`config.mk`:
```
export PLATFORM = sky130hd
export DESIGN_NAME = stq_fwd_sel_flat
export DESIGN_NICKNAME = d
export VERILOG_FILES = /design/src/rtl/stq_fwd_sel_if.sv /design/src/rtl/stq_fwd_sel.sv /design/src/flat_wrapper.sv
export SDC_FILE = /design/constraint.sdc
export NUM_CORES = 1
export LEC_CHECK = 0
export CORE_MARGIN = 2
export CORE_UTILIZATION = 50
export DETAILED_ROUTE_END_ITERATION = 16
export PLACE_DENSITY = 0.74
export SKIP_LAST_GASP = 1
export SLEW_MARGIN = 20
export SYNTH_ARGS = -nofsm -noshare
export SYNTH_HDL_FRONTEND = slang
export SYNTH_SLANG_ARGS = --single-unit
```
`constraint.sdc`:
```
create_clock -name clk -period 5.95 [get_ports clk]
set_input_delay 0.8925 -clock clk [delete_from_list [all_inputs] [get_ports clk]]
set_output_delay 0.8925 -clock clk [all_outputs]
set_load 0.03 [all_outputs]
```
`src/rtl/stq_fwd_sel_if.sv`:
```
// Store-to-load forwarding select bus.
// Groups the check request coming from the store-buffer check port with the
// registered forwarding result going back to the load pipeline.
//   chk_en/chk_match/chk_partial/chk_pos/head/full/chk_tag : request side
//   out_en/out_hit/out_replay/out_idx/out_tag             : result side
// slave  = selector (consumes requests, produces results)
// master = load pipeline / requester
interface stq_fwd_sel_if #(
   parameter int BUF_COUNT = 32,
   parameter int PTR_W     = 5,
   parameter int TAG_W     = 9
);
   logic                 chk_en;
   logic [BUF_COUNT-1:0] chk_match;
   logic [BUF_COUNT-1:0] chk_partial;
   logic [PTR_W-1:0]     chk_pos;
   logic [PTR_W-1:0]     head;
   logic                 full;
   logic [TAG_W-1:0]     chk_tag;

   logic                 out_en;
   logic                 out_hit;
   logic                 out_replay;
   logic [PTR_W-1:0]     out_idx;
   logic [TAG_W-1:0]     out_tag;

   modport slave (
      input  chk_en, chk_match, chk_partial, chk_pos, head, full, chk_tag,
      output out_en, out_hit, out_replay, out_idx, out_tag
   );

   modport master (
      output chk_en, chk_match, chk_partial, chk_pos, head, full, chk_tag,
      input  out_en, out_hit, out_replay, out_idx, out_tag
   );
endinterface

```
`src/rtl/stq_fwd_sel.sv`:
```
// Store-queue forwarding selector.
// Two-stage pipeline: stage 1 masks the per-entry match/partial vectors with
// the circular window [head, chk_pos) and latches them; stage 2 picks the
// youngest windowed entry (searching backward from chk_pos-1) and registers
// the forward/replay decision.
// Ports:
//   clk        clock
//   rst        asynchronous active-low reset
//   stall      hold both pipeline stages
//   excpt      flush in-flight checks and clear replay_cnt
//   bus        stq_fwd_sel_if.slave request/result bundle
//   replay_cnt saturating count of replay results
module stq_fwd_sel #(
   parameter int BUF_COUNT = 32,
   parameter int PTR_W     = 5,
   parameter int TAG_W     = 9
) (
   input  logic         clk,
   input  logic         rst,
   input  logic         stall,
   input  logic         excpt,
   stq_fwd_sel_if.slave bus,
   output logic [3:0]   replay_cnt
);

   // ---------------- window mask ----------------
   // An entry is in the window when its distance from head is below the
   // window length. head==chk_pos is ambiguous: full decides empty vs all.
   logic [BUF_COUNT-1:0] win_mask;
   logic [PTR_W-1:0]     win_len;
   logic                 win_all;

   assign win_len = bus.chk_pos - bus.head;
   assign win_all = bus.full && (bus.chk_pos == bus.head);

   genvar gi;
   generate
      for (gi = 0; gi < BUF_COUNT; gi++) begin : g_win
         logic [PTR_W-1:0] ofs;
         assign ofs          = PTR_W'(gi) - bus.head;
         assign win_mask[gi] = win_all || (ofs < win_len);
      end
   endgenerate

   // ---------------- stage 1 registers ----------------
   logic                 s1_vld_reg;
   logic [TAG_W-1:0]     s1_tag_reg;
   logic [PTR_W-1:0]     s1_pos_reg;
   logic [BUF_COUNT-1:0] s1_match_reg;
   logic [BUF_COUNT-1:0] s1_part_reg;

   // ---------------- stage 2 select ----------------
   logic [BUF_COUNT-1:0] s1_any;
   logic                 sel_found;
   logic [PTR_W-1:0]     sel_idx;
   logic [PTR_W-1:0]     cand;

   assign s1_any = s1_match_reg | s1_part_reg;

   // Priority search from the youngest older store (pos-1) backward. The
   // pointer arithmetic wraps naturally; the last candidate (k=BUF_COUNT)
   // is pos itself, which is only windowed in the full case.
   always_comb begin
      sel_found = 1'b0;
      sel_idx   = '0;
      cand      = '0;
      for (int k = 1; k <= BUF_COUNT; k++) begin
         cand = s1_pos_reg - PTR_W'(k);
         if (!sel_found && s1_any[cand]) begin
            sel_found = 1'b1;
            sel_idx   = cand;
         end
      end
   end

   logic             hit_next;
   logic             rep_next;
   logic [PTR_W-1:0] idx_next;

   // Partial overlap always forces a replay, even if the full match bit is
   // also set; a found entry without partial must therefore be a match.
   always_comb begin
      hit_next = 1'b0;
      rep_next = 1'b0;
      idx_next = '0;
      if (s1_vld_reg && sel_found) begin
         if (s1_part_reg[sel_idx]) rep_next = 1'b1;
         else                      hit_next = 1'b1;
         idx_next = sel_idx;
      end
   end

   // ---------------- pipeline registers ----------------
   logic             out_en_reg;
   logic             out_hit_reg;
   logic             out_rep_reg;
   logic [PTR_W-1:0] out_idx_reg;
   logic [TAG_W-1:0] out_tag_reg;
   logic [3:0]       replay_cnt_reg;

   // excpt beats stall so a flush is never lost while the pipe is held.
   always_ff @(posedge clk or negedge rst) begin
      if (!rst) begin
         s1_vld_reg   <= 1'b0;
         s1_tag_reg   <= '0;
         s1_pos_reg   <= '0;
         s1_match_reg <= '0;
         s1_part_reg  <= '0;
         out_en_reg   <= 1'b0;
         out_hit_reg  <= 1'b0;
         out_rep_reg  <= 1'b0;
         out_idx_reg  <= '0;
         out_tag_reg  <= '0;
      end else if (excpt) begin
         s1_vld_reg  <= 1'b0;
         out_en_reg  <= 1'b0;
         out_hit_reg <= 1'b0;
         out_rep_reg <= 1'b0;
      end else if (!stall) begin
         s1_vld_reg   <= bus.chk_en;
         s1_tag_reg   <= bus.chk_tag;
         s1_pos_reg   <= bus.chk_pos;
         s1_match_reg <= bus.chk_match & win_mask;
         s1_part_reg  <= bus.chk_partial & win_mask;
         out_en_reg   <= s1_vld_reg;
         out_hit_reg  <= hit_next;
         out_rep_reg  <= rep_next;
         out_idx_reg  <= idx_next;
         out_tag_reg  <= s1_tag_reg;
      end
   end

   always_ff @(posedge clk or negedge rst) begin
      if (!rst) begin
         replay_cnt_reg <= '0;
      end else if (excpt) begin
         replay_cnt_reg <= '0;
      end else if (out_en_reg && out_rep_reg && (replay_cnt_reg != 4'hF)) begin
         replay_cnt_reg <= replay_cnt_reg + 4'd1;
      end
   end

   assign bus.out_en     = out_en_reg;
   assign bus.out_hit    = out_hit_reg;
   assign bus.out_replay = out_rep_reg;
   assign bus.out_idx    = out_idx_reg;
   assign bus.out_tag    = out_tag_reg;
   assign replay_cnt     = replay_cnt_reg;

endmodule

```
`src/flat_wrapper.sv`:
```
// flat-port wrapper written by rule: the top's interface ports become plain ports
module stq_fwd_sel_flat 
#(
   parameter int BUF_COUNT = 32,
   parameter int PTR_W     = 5,
   parameter int TAG_W     = 9
)
  (clk, rst, stall, excpt, replay_cnt, bus_chk_en, bus_chk_match, bus_chk_partial, bus_chk_pos, bus_head, bus_full, bus_chk_tag, bus_out_en, bus_out_hit, bus_out_replay, bus_out_idx, bus_out_tag);
  stq_fwd_sel_if #(.BUF_COUNT(BUF_COUNT), .PTR_W(PTR_W), .TAG_W(TAG_W)) bus_i ();
  input  logic clk;
  input  logic rst;
  input  logic stall;
  input  logic excpt;
  output logic [3:0] replay_cnt;
  input wire logic [$bits(bus_i.chk_en)-1:0] bus_chk_en;
  input wire logic [$bits(bus_i.chk_match)-1:0] bus_chk_match;
  input wire logic [$bits(bus_i.chk_partial)-1:0] bus_chk_partial;
  input wire logic [$bits(bus_i.chk_pos)-1:0] bus_chk_pos;
  input wire logic [$bits(bus_i.head)-1:0] bus_head;
  input wire logic [$bits(bus_i.full)-1:0] bus_full;
  input wire logic [$bits(bus_i.chk_tag)-1:0] bus_chk_tag;
  output wire logic [$bits(bus_i.out_en)-1:0] bus_out_en;
  output wire logic [$bits(bus_i.out_hit)-1:0] bus_out_hit;
  output wire logic [$bits(bus_i.out_replay)-1:0] bus_out_replay;
  output wire logic [$bits(bus_i.out_idx)-1:0] bus_out_idx;
  output wire logic [$bits(bus_i.out_tag)-1:0] bus_out_tag;
  assign bus_i.chk_en = bus_chk_en;
  assign bus_i.chk_match = bus_chk_match;
  assign bus_i.chk_partial = bus_chk_partial;
  assign bus_i.chk_pos = bus_chk_pos;
  assign bus_i.head = bus_head;
  assign bus_i.full = bus_full;
  assign bus_i.chk_tag = bus_chk_tag;
  assign bus_out_en = bus_i.out_en;
  assign bus_out_hit = bus_i.out_hit;
  assign bus_out_replay = bus_i.out_replay;
  assign bus_out_idx = bus_i.out_idx;
  assign bus_out_tag = bus_i.out_tag;
  stq_fwd_sel #(.BUF_COUNT(BUF_COUNT), .PTR_W(PTR_W), .TAG_W(TAG_W)) u_core (.clk(clk), .rst(rst), .stall(stall), .excpt(excpt), .bus(bus_i), .replay_cnt(replay_cnt));
endmodule
```
==> summary.md <==
| Metric | Value |
|---|---|
| Clk_lat worst skew | 370 ps |
| Clock power share | 9.1% |
| Fin crit period | 5769 ps |
| Root Buffer | clkbuf_16 |
| Max_slew headroom | between 30% and 40% |
| CP Launch Point | u_core.s1_pos_reg[0] |
| Final setup vio count | 0 |
| Critical Path Sink | u_core.bus.out_replay |
| Largest net degree at the start of global routing | 90 |
| Fin area | ~15000 sq um |
| WS Path Type | register to register |
| Area growth from synthesis to layout | 21.62% |
| Clock edge transition at the registers on the reported setup and hold paths | 90 ps |
| ANT nets after route | 0 |
| Initial Util | 51.32% |
| Yosys top cell by area | dfrtp_1 |
| Initial antenna violation count | 0 |
| Die Wd | approximately 160 um |
| Sequential share of power | roughly 14% |
| Placed inst area | about 14000 sq um |
| Worst min path class | input port to asynchronous set/reset pin |
| Reg2reg start | u_core.s1_pos_reg[0] |
| EDFF count, synth | 0 |
| Reg2Reg Depth | 19 |
| Die height | 159.7 um |
| Final #Nets | 1715 |
| Worst setup margin | approximately 180 ps |
| Seq/Total Area, Yosys | 20.65% |
| Leakage | ~6.6 nW |
| Final Slew Violations | 0 |
| Synth top area cells | dfrtp_1, mux4_2, ha_1 |
| Port Buffers | 109 |
| Final Util | 62.42% |
| Total track usage | 37.55% |
| Gpl congestion | between 1 and 1.5 |
| Peak supply drop | 0.1827 mV |
| Synth Net Count | roughly 1500 |
| FF-to-FF setup slack | about 180 ps |
| Antenna cells | 0 |
| Num ports | 110 |
| Critical path arrival | 6030 ps |
| Critical path capture point type | register |
| Worst r2r dst | u_core.bus.out_replay |
| Achievable frequency | 173.4 MHz |
| Post-Syn Area per Cell | between 8 and 9 sq um |
| Total negative slack | 0 ps |
| Post-Syn Area | 12120 sq um |
| Ys Warns | 0 |
| Comb pwr share | 76.5% |
| Area of the core | 23610 sq um |
| Cell variety after synth | roughly 90 |
| Pint | 3.290 mW |
| Post-CTS Hold Fix Bufs | 0 |
| Synth Area in Simple Gates | 22.12% |
| Synthesis-stage register bit count | 100 |
| Top_reg_cell synth | dfrtp_1 |
| Post-synthesis adder-cell area fraction | 9.561% |
| First-pass GRT wire length | about 74000 um |
| Hpwl dp | 39020 um |
| Hold WS | about 440 ps |
| Initial DRC count | about 1300 |
| Switch share | 51.70% |
| Synth Area in Compound Gates | 22.27% |
| Vias post-DR | around 13000 |
| Maximum buffer depth of the clock tree | 2 |
| DP Worst Slack | 33.99 ps |
| Crit path max fanout | just over 70 |
| Outcome | finished, final reports clean |
| Share of layout cells above drive strength 1 | between 20% and 30% |
| Vias per cell | 6.755 |
| Cts bufs inserted | 9 |
| Vias in the first global route | approximately 12000 |
| Die Area | roughly 25000 sq um |
| CTS H-Tree Depth | 3 |
| Mux cell area share after synthesis | 16.32% |
| RSZ-0062 raised after global routing | true |
| Clk_skew | 21.27 ps |
| PwrDens | 462.2 nW/um^2 |
| Max cap viols | 0 |
| Hold Fails Final Rpt | 0 |
| Cells after Synth | 1352 |
| Startpoint types | register |
| Worst slew pin tran | 997.4 ps |
| Sw Pwr | 3.521 mW |
| Largest family of logic cells by synthesized area | compound AO/OA/AOI/OAI gates |
| DR pass1 iterations | 6 |
| Clock sink count | 100 |
| CP required | 6220 ps |
| Crit share post-route | 96.95% |
| Top-count cell post-synth | nand2_1 |
| Grt ovf | 0 |
| Wire per inst | 26.02 um |
| Top post-synthesis cells by count | nand2_1, dfrtp_1, ha_1 |
| CTS tree | yes |
| Ys async rst share | 100.0% |
| Final WL | ~48000 um |
| Post-synth top area share | 20.65% |
| # DRC | 0 |
| XOR/XNOR Fraction of Synth Area | 4.688% |
| Cell row count | 56 |
worst min-delay path by stage:
| stage | from | end | slack [ps] |
|---|---|---|---|
| final | rst | u_core.s1_match_reg[14] | 440 |
| after global routing | rst | u_core.s1_match_reg[15] | 470 |
| after CTS | rst | u_core.s1_match_reg[15] | 450 |
| after detailed placement | u_core.s1_tag_reg[1] | u_core.bus.out_tag[1] | 450 |
| after global placement | u_core.s1_tag_reg[4] | u_core.bus.out_tag[4] | 450 |
| after floorplan | u_core.s1_tag_reg[0] | u_core.bus.out_tag[0] | 440 |
power by group through the flow:
stage / sequential [mW] / combinational (mW) / clock [mW]
floorplan: 0.955 / 3.08 / 0
global placement: 0.977 / 4.98 / 0
detailed placement: 0.976 / 4.98 / 0
CTS: 0.965 / 5.00 / 0.625
global route: 0.992 / 5.49 / 0.649
finish: 0.980 / 5.21 / 0.619
cells by family after synthesis:
kind of cell | count (synthesis)
AO/OA/AOI/OAI | 381
flip-flops | 100
XOR/XNOR | 64
AND/OR/NAND/NOR | 470
multiplexers | 118
adder cells (fa/ha/maj) | 92
buffers and inverters | 127
layer usage:
metal	GRT usage [%]	vias to the layer above	wire, um
met5	0	-	0
met4	21.28	0	3113
met3	7.948	177	4408
met2	57.85	665	21480
met1	49.15	6123	19350
li1	-	5585	-
final cells by class:
type,instances,area (sq um)
Multi-Input combinational cell,1125,9181
Fill cell,2078,8875
Sequential cell,100,2505
Timing Repair Buffer,246,2146
Tap cell,319,399.1
Clock buffer,9,225.2
Inverter,52,195.2
Clock inverter,7,86.33
layout by cell type, fill, tap and decap left out, drive strengths merged, types with 12 or more instances in the layout:
cell,Yosys,final
a21oi,83,83
nor2,69,69
o21ai,51,51
nor3b,17,17
or2,52,52
inv,51,55
ha,91,91
a21o,64,64
nor4,66,66
buf,28,138
nand3,20,20
xnor2,44,44
nor4b,21,21
nor3,26,26
mux2i,42,42
clkdlybuf4s50,0,108
nand4,12,12
a22o,68,68
xor2,20,20
mux4,62,62
mux2,14,14
dfrtp,100,100
nand2,122,122
repair_timing:
| action | 4_1_cts | 5_1_grt |
|---|---|---|
| setup buffers | 0 | 1 |
| resized for setup | 0 | 20 |
| setup endpoints to repair | 0 | 2 |
| hold endpoints to repair | 0 | 0 |
critical path: stages, from the launching register on:
cell and delay [ps]:
dfrtp_2 400, buf_12 280, nor3b_1 680, nor4_1 160
or4_4 580, mux4_2 560, nor4b_4 280, buf_4 200
nand4_4 200, buf_4 240, o311ai_1 450, nor3_2 160
nand4_2 140, nand2_4 190, mux2i_2 300, buf_4 160
mux2i_1 70, o2bb2ai_1 160, o21a_1 170, a211o_1 260
through the flow:
step | std cells | power [mW]
3_5_place_dp | 1840 | 5.952
3_3_place_gp | 1840 | 5.957
5_1_grt | 1858 | 7.130
4_1_cts | 1856 | 6.594
6_report | 1858 | 6.811
2_1_floorplan | 1352 | 4.034
Power figures use the tool's default switching activity.
